===== src/rtl/mem_port_arbiter.sv =====
// mem_port_arbiter
//
// Shares one single-ported memory between the instruction-fetch stage and
// the data-memory (MEM) stage of the 5-stage MiniMIPS pipeline. A three-state
// FSM (IDLE / FETCH / DATA) grants the port and registers each access. It
// returns the read data to the requester and raises the stall requests that
// the hazard unit ORs into StallF, StallD and the pipeline-register enables.
// A data access has priority over a fetch. An access already in FETCH is
// never pre-empted. A wait-cycle watchdog force-completes an access to a
// memory that never answers.
//
// Ports
//   clk, rst_n        clock (rising edge), asynchronous active-low reset
//   if_req/if_addr    fetch request and PC
//   if_rdata/if_valid fetched instruction, held until the pipeline advances
//   dm_read/dm_write  MemReadM / MemWriteM
//   dm_addr/dm_wdata  ALUOutM / WriteDataM
//   dm_rdata/dm_done  load data and one-cycle completion pulse
//   mem_*             single-ported memory request side
//   mem_ready/rdata   memory completion and read data
//   stall_if          hold the PC / fetch stage
//   stall_mem         freeze the F, D, E and M pipeline registers
//   timeout_err       sticky watchdog flag, cleared only by reset
module mem_port_arbiter #(
    parameter int ADDR_W   = 32,
    parameter int DATA_W   = 32,
    parameter int MAX_WAIT = 15
) (
    input  logic              clk,
    input  logic              rst_n,
    input  logic              if_req,
    input  logic [ADDR_W-1:0] if_addr,
    output logic [DATA_W-1:0] if_rdata,
    output logic              if_valid,
    input  logic              dm_read,
    input  logic              dm_write,
    input  logic [ADDR_W-1:0] dm_addr,
    input  logic [DATA_W-1:0] dm_wdata,
    output logic [DATA_W-1:0] dm_rdata,
    output logic              dm_done,
    output logic              mem_req,
    output logic              mem_we,
    output logic [ADDR_W-1:0] mem_addr,
    output logic [DATA_W-1:0] mem_wdata,
    input  logic              mem_ready,
    input  logic [DATA_W-1:0] mem_rdata,
    output logic              stall_if,
    output logic              stall_mem,
    output logic              timeout_err
);

    localparam int CNT_W = $clog2(MAX_WAIT + 1);
    localparam logic [CNT_W-1:0] WAIT_LIMIT = CNT_W'(MAX_WAIT);

    typedef enum logic [1:0] {
        IDLE  = 2'd0,
        FETCH = 2'd1,
        DATA  = 2'd2
    } state_t;

    state_t            state_q,    state_d;
    logic [ADDR_W-1:0] addr_q,     addr_d;
    logic [DATA_W-1:0] wdata_q,    wdata_d;
    logic              we_q,       we_d;
    logic [CNT_W-1:0]  wait_cnt_q, wait_cnt_d;
    logic [DATA_W-1:0] if_rdata_q, if_rdata_d;
    logic              if_valid_q, if_valid_d;
    logic [DATA_W-1:0] dm_rdata_q, dm_rdata_d;
    logic              dm_done_q,  dm_done_d;
    logic              timeout_q,  timeout_d;

    logic              dm_pending;
    logic              if_pending;
    logic              wait_expired;
    logic              access_done;
    logic [DATA_W-1:0] rd_data;

    // A data request stays asserted during its dm_done cycle while the
    // pipeline advances. Masking with dm_done_q keeps the same load/store
    // from being granted twice.
    assign dm_pending = (dm_read | dm_write) & ~dm_done_q;
    assign if_pending = if_req & ~if_valid_q;

    assign stall_mem = dm_pending;
    assign stall_if  = if_pending;

    // The watchdog completes the access as though the memory had answered.
    // The read data is forced to zero so that no stale bus value leaks in.
    assign wait_expired = (wait_cnt_q == WAIT_LIMIT);
    assign access_done  = mem_ready | wait_expired;
    assign rd_data      = mem_ready ? mem_rdata : '0;

    always_comb begin
        state_d    = state_q;
        addr_d     = addr_q;
        wdata_d    = wdata_q;
        we_d       = we_q;
        wait_cnt_d = wait_cnt_q;
        if_rdata_d = if_rdata_q;
        if_valid_d = if_valid_q;
        dm_rdata_d = dm_rdata_q;
        dm_done_d  = 1'b0;
        timeout_d  = timeout_q;

        // The instruction is consumed on the first edge where the pipeline
        // is not frozen. While stall_mem is high it is held.
        if (if_valid_q && !stall_mem) begin
            if_valid_d = 1'b0;
        end

        unique case (state_q)
            IDLE: begin
                if (dm_pending) begin
                    state_d    = DATA;
                    addr_d     = dm_addr;
                    wdata_d    = dm_wdata;
                    we_d       = dm_write;
                    wait_cnt_d = '0;
                end else if (if_pending) begin
                    state_d    = FETCH;
                    addr_d     = if_addr;
                    we_d       = 1'b0;
                    wait_cnt_d = '0;
                end
            end

            FETCH: begin
                if (access_done) begin
                    // A fetch is granted only when if_valid_q is low, so
                    // the buffer is free here.
                    if_rdata_d = rd_data;
                    if_valid_d = 1'b1;
                    state_d    = IDLE;
                    if (!mem_ready) begin
                        timeout_d = 1'b1;
                    end
                end else begin
                    wait_cnt_d = wait_cnt_q + 1'b1;
                end
            end

            DATA: begin
                if (access_done) begin
                    if (!we_q) begin
                        dm_rdata_d = rd_data;
                    end
                    dm_done_d = 1'b1;
                    state_d   = IDLE;
                    if (!mem_ready) begin
                        timeout_d = 1'b1;
                    end
                end else begin
                    wait_cnt_d = wait_cnt_q + 1'b1;
                end
            end

            default: begin
                state_d = IDLE;
            end
        endcase
    end

    always_ff @(posedge clk or negedge rst_n) begin
        if (!rst_n) begin
            state_q    <= IDLE;
            addr_q     <= '0;
            wdata_q    <= '0;
            we_q       <= 1'b0;
            wait_cnt_q <= '0;
            if_rdata_q <= '0;
            if_valid_q <= 1'b0;
            dm_rdata_q <= '0;
            dm_done_q  <= 1'b0;
            timeout_q  <= 1'b0;
        end else begin
            state_q    <= state_d;
            addr_q     <= addr_d;
            wdata_q    <= wdata_d;
            we_q       <= we_d;
            wait_cnt_q <= wait_cnt_d;
            if_rdata_q <= if_rdata_d;
            if_valid_q <= if_valid_d;
            dm_rdata_q <= dm_rdata_d;
            dm_done_q  <= dm_done_d;
            timeout_q  <= timeout_d;
        end
    end

    // The memory side is decoded from registers only. An asynchronous reset
    // forces IDLE, so mem_req drops without waiting for a clock edge.
    assign mem_req   = (state_q != IDLE);
    assign mem_we    = mem_req & we_q;
    assign mem_addr  = addr_q;
    assign mem_wdata = wdata_q;

    assign if_rdata    = if_rdata_q;
    assign if_valid    = if_valid_q;
    assign dm_rdata    = dm_rdata_q;
    assign dm_done     = dm_done_q;
    assign timeout_err = timeout_q;

endmodule


===== config.mk =====
export PLATFORM = sky130hd
export DESIGN_NAME = mem_port_arbiter
export DESIGN_NICKNAME = d
export VERILOG_FILES = /design/src/rtl/mem_port_arbiter.sv
export SDC_FILE = /design/constraint.sdc
export NUM_CORES = 1
export LEC_CHECK = 0
export CORE_MARGIN = 4
export CORE_UTILIZATION = 45
export CTS_BUF_LIST = sky130_fd_sc_hd__clkbuf_16
export DETAILED_ROUTE_END_ITERATION = 10
export PLACE_DENSITY = 0.95
export SETUP_SLACK_MARGIN = 0.2
export SLEW_MARGIN = 20
export SYNTH_ARGS = -nofsm -noshare
export SYNTH_HDL_FRONTEND = slang
export SYNTH_SLANG_ARGS = --single-unit

===== constraint.sdc =====
create_clock -name clk -period 3.6 [get_ports clk]
set_input_delay 0.72 -clock clk [delete_from_list [all_inputs] [get_ports clk]]
set_output_delay 0.72 -clock clk [all_outputs]
set_load 0.05 [all_outputs]

==> results of run 1 <==
## flip-flops by register name, summed over array words and instances, names as in the netlist
signal	cells
we_q	1
if_rdata	32
dm_rdata	32
if_valid	1
mem_addr	32
mem_wdata	32
dm_done	1
wait_cnt_q	4
state_q	2
timeout_err	1
## stage by stage
stage | setup slack [ns] | area, sq um | instances | hold slack [ns] | util
5_1_grt | 0.508 | 9180 | 918 | 0.369 | 0.728
3_5_place_dp | 0.528 | 8560 | 886 | 0.469 | 0.679
2_1_floorplan | 1.42 | 5800 | 476 | 0.424 | -
6_report | 0.528 | 9180 | 918 | 0.326 | 0.728
3_3_place_gp | 0.562 | 8560 | 886 | 0.462 | 0.679
4_1_cts | 0.535 | 9170 | 918 | 0.341 | 0.727
## path summary, 6_finish.rpt
| path | startpoint | end | slack (ns) |
|---|---|---|---|
| max in group asynchronous | rst_n | mem_wdata[3] | 2.49 |
| worst max-delay path | dm_write | stall_mem | 0.53 |
| worst min register to register | dm_rdata[27] | dm_rdata[27] | 0.48 |
| min in group clk | dm_rdata[27] | dm_rdata[27] | 0.48 |
| worst max register to register | state_q[1] | if_rdata[14] | 1.58 |
| worst min-delay path | rst_n | dm_rdata[5] | 0.33 |
## area by class of cell
type                    count  area [sq um]  share of cell area
clock buffers              17           425              0.0463
clock inverters            15           183              0.0199
well taps                 172           215              0.0234
inverters                   5          21.3             0.00232
repair buffers            273          2740               0.299
multi-input cells         298          2140               0.234
flip-flops and latches    138          3450               0.376
## routing by layer
metal,GRT usage,up-vias,part of all wire
met3,0.0715,33,0.082
met4,0.105,0,0.029
met1,0.251,2309,0.36
li1,-,2194,-
met5,0,-,0
met2,0.401,245,0.53
## worst register-to-register path: stages (launching register included)
cell and delay, ns:
dfrtp_1 0.39, inv_1 0.10, ha_1 0.15, buf_4 0.35
nand2_2 0.50, a32o_1 0.41
## cells by family after synthesis
| kind of cell | synth area share |
|---|---|
| AO/OA/AOI/OAI | 0.133 |
| adder cells (fa/ha/maj) | 0.0108 |
| buffers and inverters | 0.0403 |
| flip-flops | 0.595 |
| multiplexers | 0.138 |
| AND/OR/NAND/NOR | 0.0824 |
## synthesized netlist by cell type (2+ instances only)
cell type  number  area (sq um)
a21oi_1         2          10.0
buf_2          10          50.1
mux2i_1        33           330
buf_6           8          90.1
o31ai_1         4          30.0
o21ai_1        29           145
a32o_1         33           330
nor2b_1         3          18.8
inv_1           3          11.3
dfrtp_1       138          3450
ha_1            5          62.6
mux2_2          3          33.8
clkbuf_1       14          52.6
and2_1          2          12.5
mux2_4         29           435
nand2_1       100           375
buf_4           2          15.0
nand3_1         2          10.0
o21ai_0        40           200
## report_power, final
group | internal, mW | switching, mW
Combinational | 2.23 | 4.07
Clock | 1.15 | 0.629
Sequential | 2.34 | 0.479
==> impl_metrics.ini, run 1 <==
[timing]
period_minus_slack_ns = 3.07
tightest_slew_ns = 0.685
hold_viol = 0
finalSetupViolations = 0
setup_tns_ns = 0
slew_viol_final = 0
max_freq_ghz = 0.325
fin_crit_sh = 0.853
finClkSkew_ns = 0.00608
rsz0062_at_grt = no
maxSlewHeadroom = 0.541

[floorplan]
start_util = 0.460
die_h_um = 122
rows = 41
die_x_um = 122
core_sq_mm = 0.0126
ios = 269
dieArea_sq_mm = 0.0148

[run]
max_cap_violations = 0

[yosys]
yosys_warnings = 0
synth.avg_cell_area_sq_um = 12.2
synth_edf_count = 0
ys_ff_latch = 138
syn_nets = 615
ys_seq_area_frac = 0.595
ys.flop_type = dfrtp_1
syn-cell-area_sq_mm = 0.00580
syn_inst = 476
async_flop_share = 1.00
synth.distinct_cells = 35

[setup_path]
reg2regPathDepth = 5
cp_slowest_cell = clkdlybuf4s50_1
path_buf_inv = 3
worstSetupEndpointType = primary output
cp_common_cell = clkdlybuf4s50_1
worst-endpoint-arrival_ns = 2.35
path_depth = 4
startpoint_type = primary input
critPathTopFamily = buffers and inverters
path_max_fanout = 6
worst-setup-path-type = in -> out
path_cells = clkdlybuf4s50_1 > o21bai_4 > inv_4 > clkdlybuf4s50_1
cp.required_ns = 2.88
cp_slowest_stage_delay_ns = 0.83

[clock_tree]
h-tree-depth = 4
postCtsHoldBufs = 0
cts_setup_buffers = 0
clock_latency_ns = 0.41
cts_root_buf = clkbuf_16
cts.clk_slew.worst_paths_ns = 0.05
ctsResizeCount = 0
cts_tree = done
clock-sinks = 138
numCtsBuffers = 17
cts_buffer_depth = 2

[finish]
final_common_cell = clkdlybuf4s50_1
fillers = 868
antenna_cells = 0
area_growth_pct = 58.3
drive_above_1_share = 0.102
layout_common_cells = clkdlybuf4s50_1 (266), dfrtp_1 (138), nand2_1 (99), o21ai_0 (40)
nets = 872

[drt]
drc = 0
drt-wirelength-per-cell_um = 18.3
route.vias.total = 4781
drt-pass1-iter-count = 8
wl_um = 16800
viasPerCell = 5.21
drtIter0Drc = 406
ant_nets = 0

[global_routing]
grt_pass1_vias = 5097
grt_first_pass_wirelength_um = 25800
antenna_found_initial = 0
grt_max_degree = 78
overflow = 0
grt_usage = 0.228

[power]
power_density_mw_per_mm2 = 1190
vdd_ir_drop_max_mv = 0.718
p_leak_nw = 4.02
total_power_mw = 10.9

[placed_design]
gp_congestion = 0.747
port_buffers = 268
dp_hpwl_um = 12000

[hold_path]
hp-class = in -> async

[run_status]
status = finished, final reports clean
Power figures use the tool's default switching activity.
==> run 2, diff against run 1 <==
--- a/config.mk
+++ b/config.mk
@@ -5,11 +5,12 @@
 export SDC_FILE = /design/constraint.sdc
 export NUM_CORES = 1
 export LEC_CHECK = 0
+export CAP_MARGIN = 15
 export CORE_MARGIN = 4
 export CORE_UTILIZATION = 45
 export CTS_BUF_LIST = sky130_fd_sc_hd__clkbuf_16
 export DETAILED_ROUTE_END_ITERATION = 10
-export PLACE_DENSITY = 0.95
+export PLACE_DENSITY = 0.83
 export SETUP_SLACK_MARGIN = 0.2
 export SLEW_MARGIN = 20
 export SYNTH_ARGS = -nofsm -noshare
==> constraint.sdc (replaced) <==
create_clock -name clk -period 3.6 [get_ports clk]
set_input_delay 0.9 -clock clk [delete_from_list [all_inputs] [get_ports clk]]
set_output_delay 0.9 -clock clk [all_outputs]
set_load 0.05 [all_outputs]
==> run 2 against run 1 <==
Hold slack better by 0.15 ns. Critical endpoint is now mem_we. Register-to-register slack better by 0.04 ns. Clock power fell by 11%. First-iteration DRC count down 18%. Sequential power barely moved. Highest routed layer unchanged. Sequential share of layout area grew 0.29 points. Critical path depth unchanged. Worst setup slack got worse by 0.0086 ns.
==> impl_metrics.ini, run 2 (synthesized netlist as in run 1, its figures left out) <==
[finish]
multiInputGateArea_sq_mm = 0.00214
antenna_cells = 0
drive_above_1_share = 0.100
seq_area_sq_mm = 0.00345
fillers = 944
final_common_cell = clkdlybuf4s50_1
nets = 873
area_growth_pct = 57.1
layout_common_cells = clkdlybuf4s50_1 (264), dfrtp_1 (138), nand2_1 (99), o21ai_0 (40)

[placed_design]
port_buffers = 268
gp_congestion = 0.841
dp_hpwl_um = 12000

[setup_path]
worst-endpoint-arrival_ns = 2.18
cp_slowest_stage_delay_ns = 0.81
worst-setup-path-type = reg -> out
startpoint_type = flip-flop
rrSetupSlack_ns = 1.62
cp.required_ns = 2.70
r2r_start = state_q[1]
path_cells = inv_1 > ha_1 > nor2b_1 > clkdlybuf4s50_1
cp_slowest_cell = clkdlybuf4s50_1
worstSetupEndpointType = primary output
critPathTopFamily = buffers and inverters
cp-startpoint = state_q[0]
r2r-end = if_rdata[30]
path_depth = 4
path_buf_inv = 2
path_max_fanout = 7
crit_path_end = mem_we
reg2regPathDepth = 5

[power]
p_leak_nw = 4.00
vdd_ir_drop_max_mv = 0.750
power_density_mw_per_mm2 = 1170

[global_routing]
grt_pass1_vias = 5030
grt_max_degree = 72
grt_first_pass_wirelength_um = 25600
grt_usage = 0.222
overflow = 0
antenna_found_initial = 0

[floorplan]
die_h_um = 122
die_x_um = 122
rows = 41
core_sq_mm = 0.0126
dieArea_sq_mm = 0.0148
start_util = 0.460
ios = 269

[timing]
slew_viol_final = 0
hold_viol = 0
setup_tns_ns = 0
rsz0062_at_grt = no
maxSlewHeadroom = 0.553
fin_crit_sh = 0.856
hold_ws_ns = 0.478
max_freq_ghz = 0.325
period_minus_slack_ns = 3.08
finClkSkew_ns = 0.00739
tightest_slew_ns = 0.668
finalSetupViolations = 0

[clock_tree]
cts_tree = done
clock_latency_ns = 0.40
cts.clk_slew.worst_paths_ns = 0.05
cts_setup_buffers = 0
ctsResizeCount = 0
numCtsBuffers = 17
clock-sinks = 138
postCtsHoldBufs = 0
h-tree-depth = 4
cts_buffer_depth = 2
cts_root_buf = clkbuf_16

[drt]
wl_um = 16200
route.vias.total = 4733
drc = 0
drt-pass1-iter-count = 5
drtIter0Drc = 333
drt-wirelength-per-cell_um = 17.6
viasPerCell = 5.15
ant_nets = 0

[run]
max_cap_violations = 0

[run_status]
status = finished, final reports clean

[hold_path]
hp-class = reg -> reg
hold_depth = 1
-- run 2: changes by cell type in the layout (fill, tap and decap cells not counted), moves of 2 or more --
cell,previous run,this run
buf_4,3,6
inv_1,4,7
bufinv_16,4,2
clkdlybuf4s50_1,266,264
clkinvlp_4,2,0
-- run 2: worst min-delay path by stage --
stage                      start      endpoint  slack, ns
floorplan                   we_q          we_q       0.47
global placement    dm_rdata[26]  dm_rdata[26]       0.46
detailed placement   timeout_err   timeout_err       0.47
CTS                  mem_addr[0]   mem_addr[0]       0.49
global route        if_rdata[24]  if_rdata[24]       0.51
finish               timeout_err   timeout_err       0.48
-- run 2: per-stage QoR --
stage / util / cells / setup slack, ns / cell area, sq um / power, mW
3_5_place_dp: 0.679 / 887 / 0.805 / 8570 / 9.11
4_1_cts: 0.722 / 919 / 0.495 / 9110 / 10.7
2_1_floorplan: - / 476 / 1.24 / 5800 / 7.02
6_report: 0.722 / 919 / 0.519 / 9110 / 10.6
3_3_place_gp: 0.679 / 887 / 0.804 / 8570 / 8.95
5_1_grt: 0.722 / 919 / 0.412 / 9110 / 11.1
-- run 2: area by class of cell --
type,count,share of cell area
flip-flops and latches,138,0.379
repair buffers,274,0.301
multi-input cells,298,0.234
clock buffers,17,0.0467
well taps,172,0.0236
clock inverters,15,0.0130
inverters,5,0.00233
-- run 2: layer usage --
metal,wire (um),vias to the layer above,share of wire,track usage
met2,8370,200,0.52,0.382
met1,6140,2300,0.38,0.257
met5,0,-,0,0
met3,1240,27,0.077,0.0743
li1,-,2206,-,-
met4,430,0,0.027,0.0903
-- run 2: power breakdown --
part	internal, mW	total, mW	switching, mW
Sequential	2.34	2.79	0.456
Clock	0.993	1.59	0.595
Combinational	2.23	6.26	4.03
Total	5.56	10.6	5.08
==> run 3, diff against run 2 <==
--- a/config.mk
+++ b/config.mk
@@ -5,6 +5,7 @@
 export SDC_FILE = /design/constraint.sdc
 export NUM_CORES = 1
 export LEC_CHECK = 0
+export ABC_AREA = 1
 export CAP_MARGIN = 15
 export CORE_MARGIN = 4
 export CORE_UTILIZATION = 45
==> run 3 against run 2 <==
Core utilization rose by 0.15 points. Worst setup slack gained 0.011 ns. Final area increased by 0.62%. First-iteration DRC count is 11% higher. Via count increased by 14%. Combinational power is 13% lower. Critical path type unchanged. Largest cell class unchanged. Largest power group unchanged.
==> impl_metrics.ini, run 3 <==
[setup_path]
worst-endpoint-arrival_ns = 2.17
path_buf_inv = 3
critPathTopFamily = buffers and inverters
path_max_fanout = 5
path_cells = inv_1 > ha_1 > inv_2 > clkdlybuf4s50_1
worstSetupEndpointType = primary output
cp_slowest_cell = clkdlybuf4s50_1
cp_slowest_stage_delay_ns = 0.86
worst-setup-path-type = reg -> out
startpoint_type = flip-flop
cp.required_ns = 2.70

[global_routing]
antenna_found_initial = 0
grt_usage = 0.237
use_met1 = 0.281
grt_first_pass_wirelength_um = 27400
met3_usage = 0.0947
grt_use_met2 = 0.391
overflow = 0
busiest_layer = met2
grt_pass1_vias = 5409
grt_max_degree = 65

[yosys]
synth_top_cell_area_share = 0.591
synth.avg_cell_area_sq_um = 8.50
ys.flop_type = dfrtp_1
synth_edf_count = 0
syn-cell-area_sq_mm = 0.00584
synth_area_leaders = dfrtp_1 (59%), nand2_1 (26%), o21ai_0 (4.8%)
async_flop_share = 1.00
yosysTopAreaCell = dfrtp_1
syn_nets = 826
yosys-top-cells-count = nand2_1 (407), dfrtp_1 (138), o21ai_0 (56)
yosys_warnings = 0
synth.distinct_cells = 25
ys_seq_area_frac = 0.591
ys_ff_latch = 138
syn_inst = 687
synth.most_common_cell = nand2_1

[timing]
hold_ws_ns = 0.454
finClkSkew_ns = 0.00706
setup_tns_ns = 0
hold_viol = 0
fin_ws_ns = 0.530
rsz0062_at_grt = no
slew_viol_final = 0
finalSetupViolations = 0
period_minus_slack_ns = 3.07
fin_crit_sh = 0.853
tightest_slew_ns = 0.876
max_freq_ghz = 0.326
maxSlewHeadroom = 0.415

[drt]
drt-wirelength-per-cell_um = 15.2
wl_um = 17200
viasPerCell = 4.75
route.vias.total = 5385
drc = 0
drt-pass1-iter-count = 5
drtIter0Drc = 369
ant_nets = 0

[floorplan]
core_sq_mm = 0.0127
start_util = 0.461
ios = 269
rows = 41
die_h_um = 122
dieArea_sq_mm = 0.0149
die_x_um = 122

[placed_design]
port_buffers = 268
dp_hpwl_um = 12400
gp_congestion = 0.803
place_ws_ns = 0.778
dp.cells = 1101
dpl_cell_area_sq_mm = 0.00858

[clock_tree]
h-tree-depth = 4
cts_buffer_depth = 2
cts_root_buf = clkbuf_16
numCtsBuffers = 17
cts_tree = done
cts.clk_slew.worst_paths_ns = 0.06
postCtsHoldBufs = 0
ctsResizeCount = 0
cts_setup_buffers = 0
clock-sinks = 138
clock_latency_ns = 0.41

[run]
max_cap_violations = 0

[power]
p_leak_nw = 4.45
vdd_ir_drop_max_mv = 0.565
total_power_mw = 9.76
power_density_mw_per_mm2 = 1060

[finish]
instances_no_fill = 1133
drive_above_1_share = 0.0593
area_growth_pct = 57.0
layout_common_cells = nand2_1 (407), clkdlybuf4s50_1 (265), dfrtp_1 (138), o21ai_0 (56), clkbuf_16 (17)
antenna_cells = 0
nets = 1087
final_common_cell = nand2_1
post-route-util = 0.724
final_area_sq_mm = 0.00917

[run_status]
status = finished, final reports clean

[hold_path]
hp-class = in -> async
[run 3: final timing paths]
check,from,endpoint,slack [ns],depth (start not counted)
min in group clk,mem_wdata[30],mem_wdata[30],0.47,2
setup / recovery,state_q[0],mem_req,0.53,4
hold reg to reg,mem_wdata[30],mem_wdata[30],0.47,2
max in group asynchronous,rst_n,if_rdata[8],2.42,2
setup reg to reg,state_q[1],mem_wdata[19],1.60,7
hold / removal,rst_n,if_rdata[27],0.45,1
[run 3: power breakdown]
part,internal [mW],switching [mW]
clock network,1.08,0.637
logic,1.67,3.78
registers,2.23,0.369
total,4.98,4.78
[run 3: worst register-to-register path, delay by kind of cell, from the launching register on]
kind | cells | cell delay, ns
buffers and inverters | 3 | 0.59
DFF | 1 | 0.40
and+or+nand+nor | 3 | 0.64
adders and majority gates | 1 | 0.26
[run 3: routing by layer]
metal  part of all wire  up-vias  wire length (um)
met1               0.39     2495              6680
met5                  0        -                 0
met2               0.49      197              8380
li1                   -     2661                 -
met4              0.025        0               427
met3               0.10       32              1740
[run 3: logic make-up (layout without fill, tap and decap cells)]
logic type | Yosys count | count (layout) | synth area share
DFF | 138 | 138 | 0.591
adders and majority gates | 5 | 5 | 0.0107
and+or+nand+nor | 424 | 424 | 0.282
buffers and inverters | 48 | 322 | 0.0478
AOI/OAI and AO/OA | 72 | 72 | 0.0683
[run 3: area by class of cell]
type                    count  area, sq um
multi-input cells         501         2110
fillers                   977         3500
flip-flops and latches    138         3450
clock inverters            15          160
inverters                  13         48.8
repair buffers            277         2760
well taps                 172          215
clock buffers              17          425
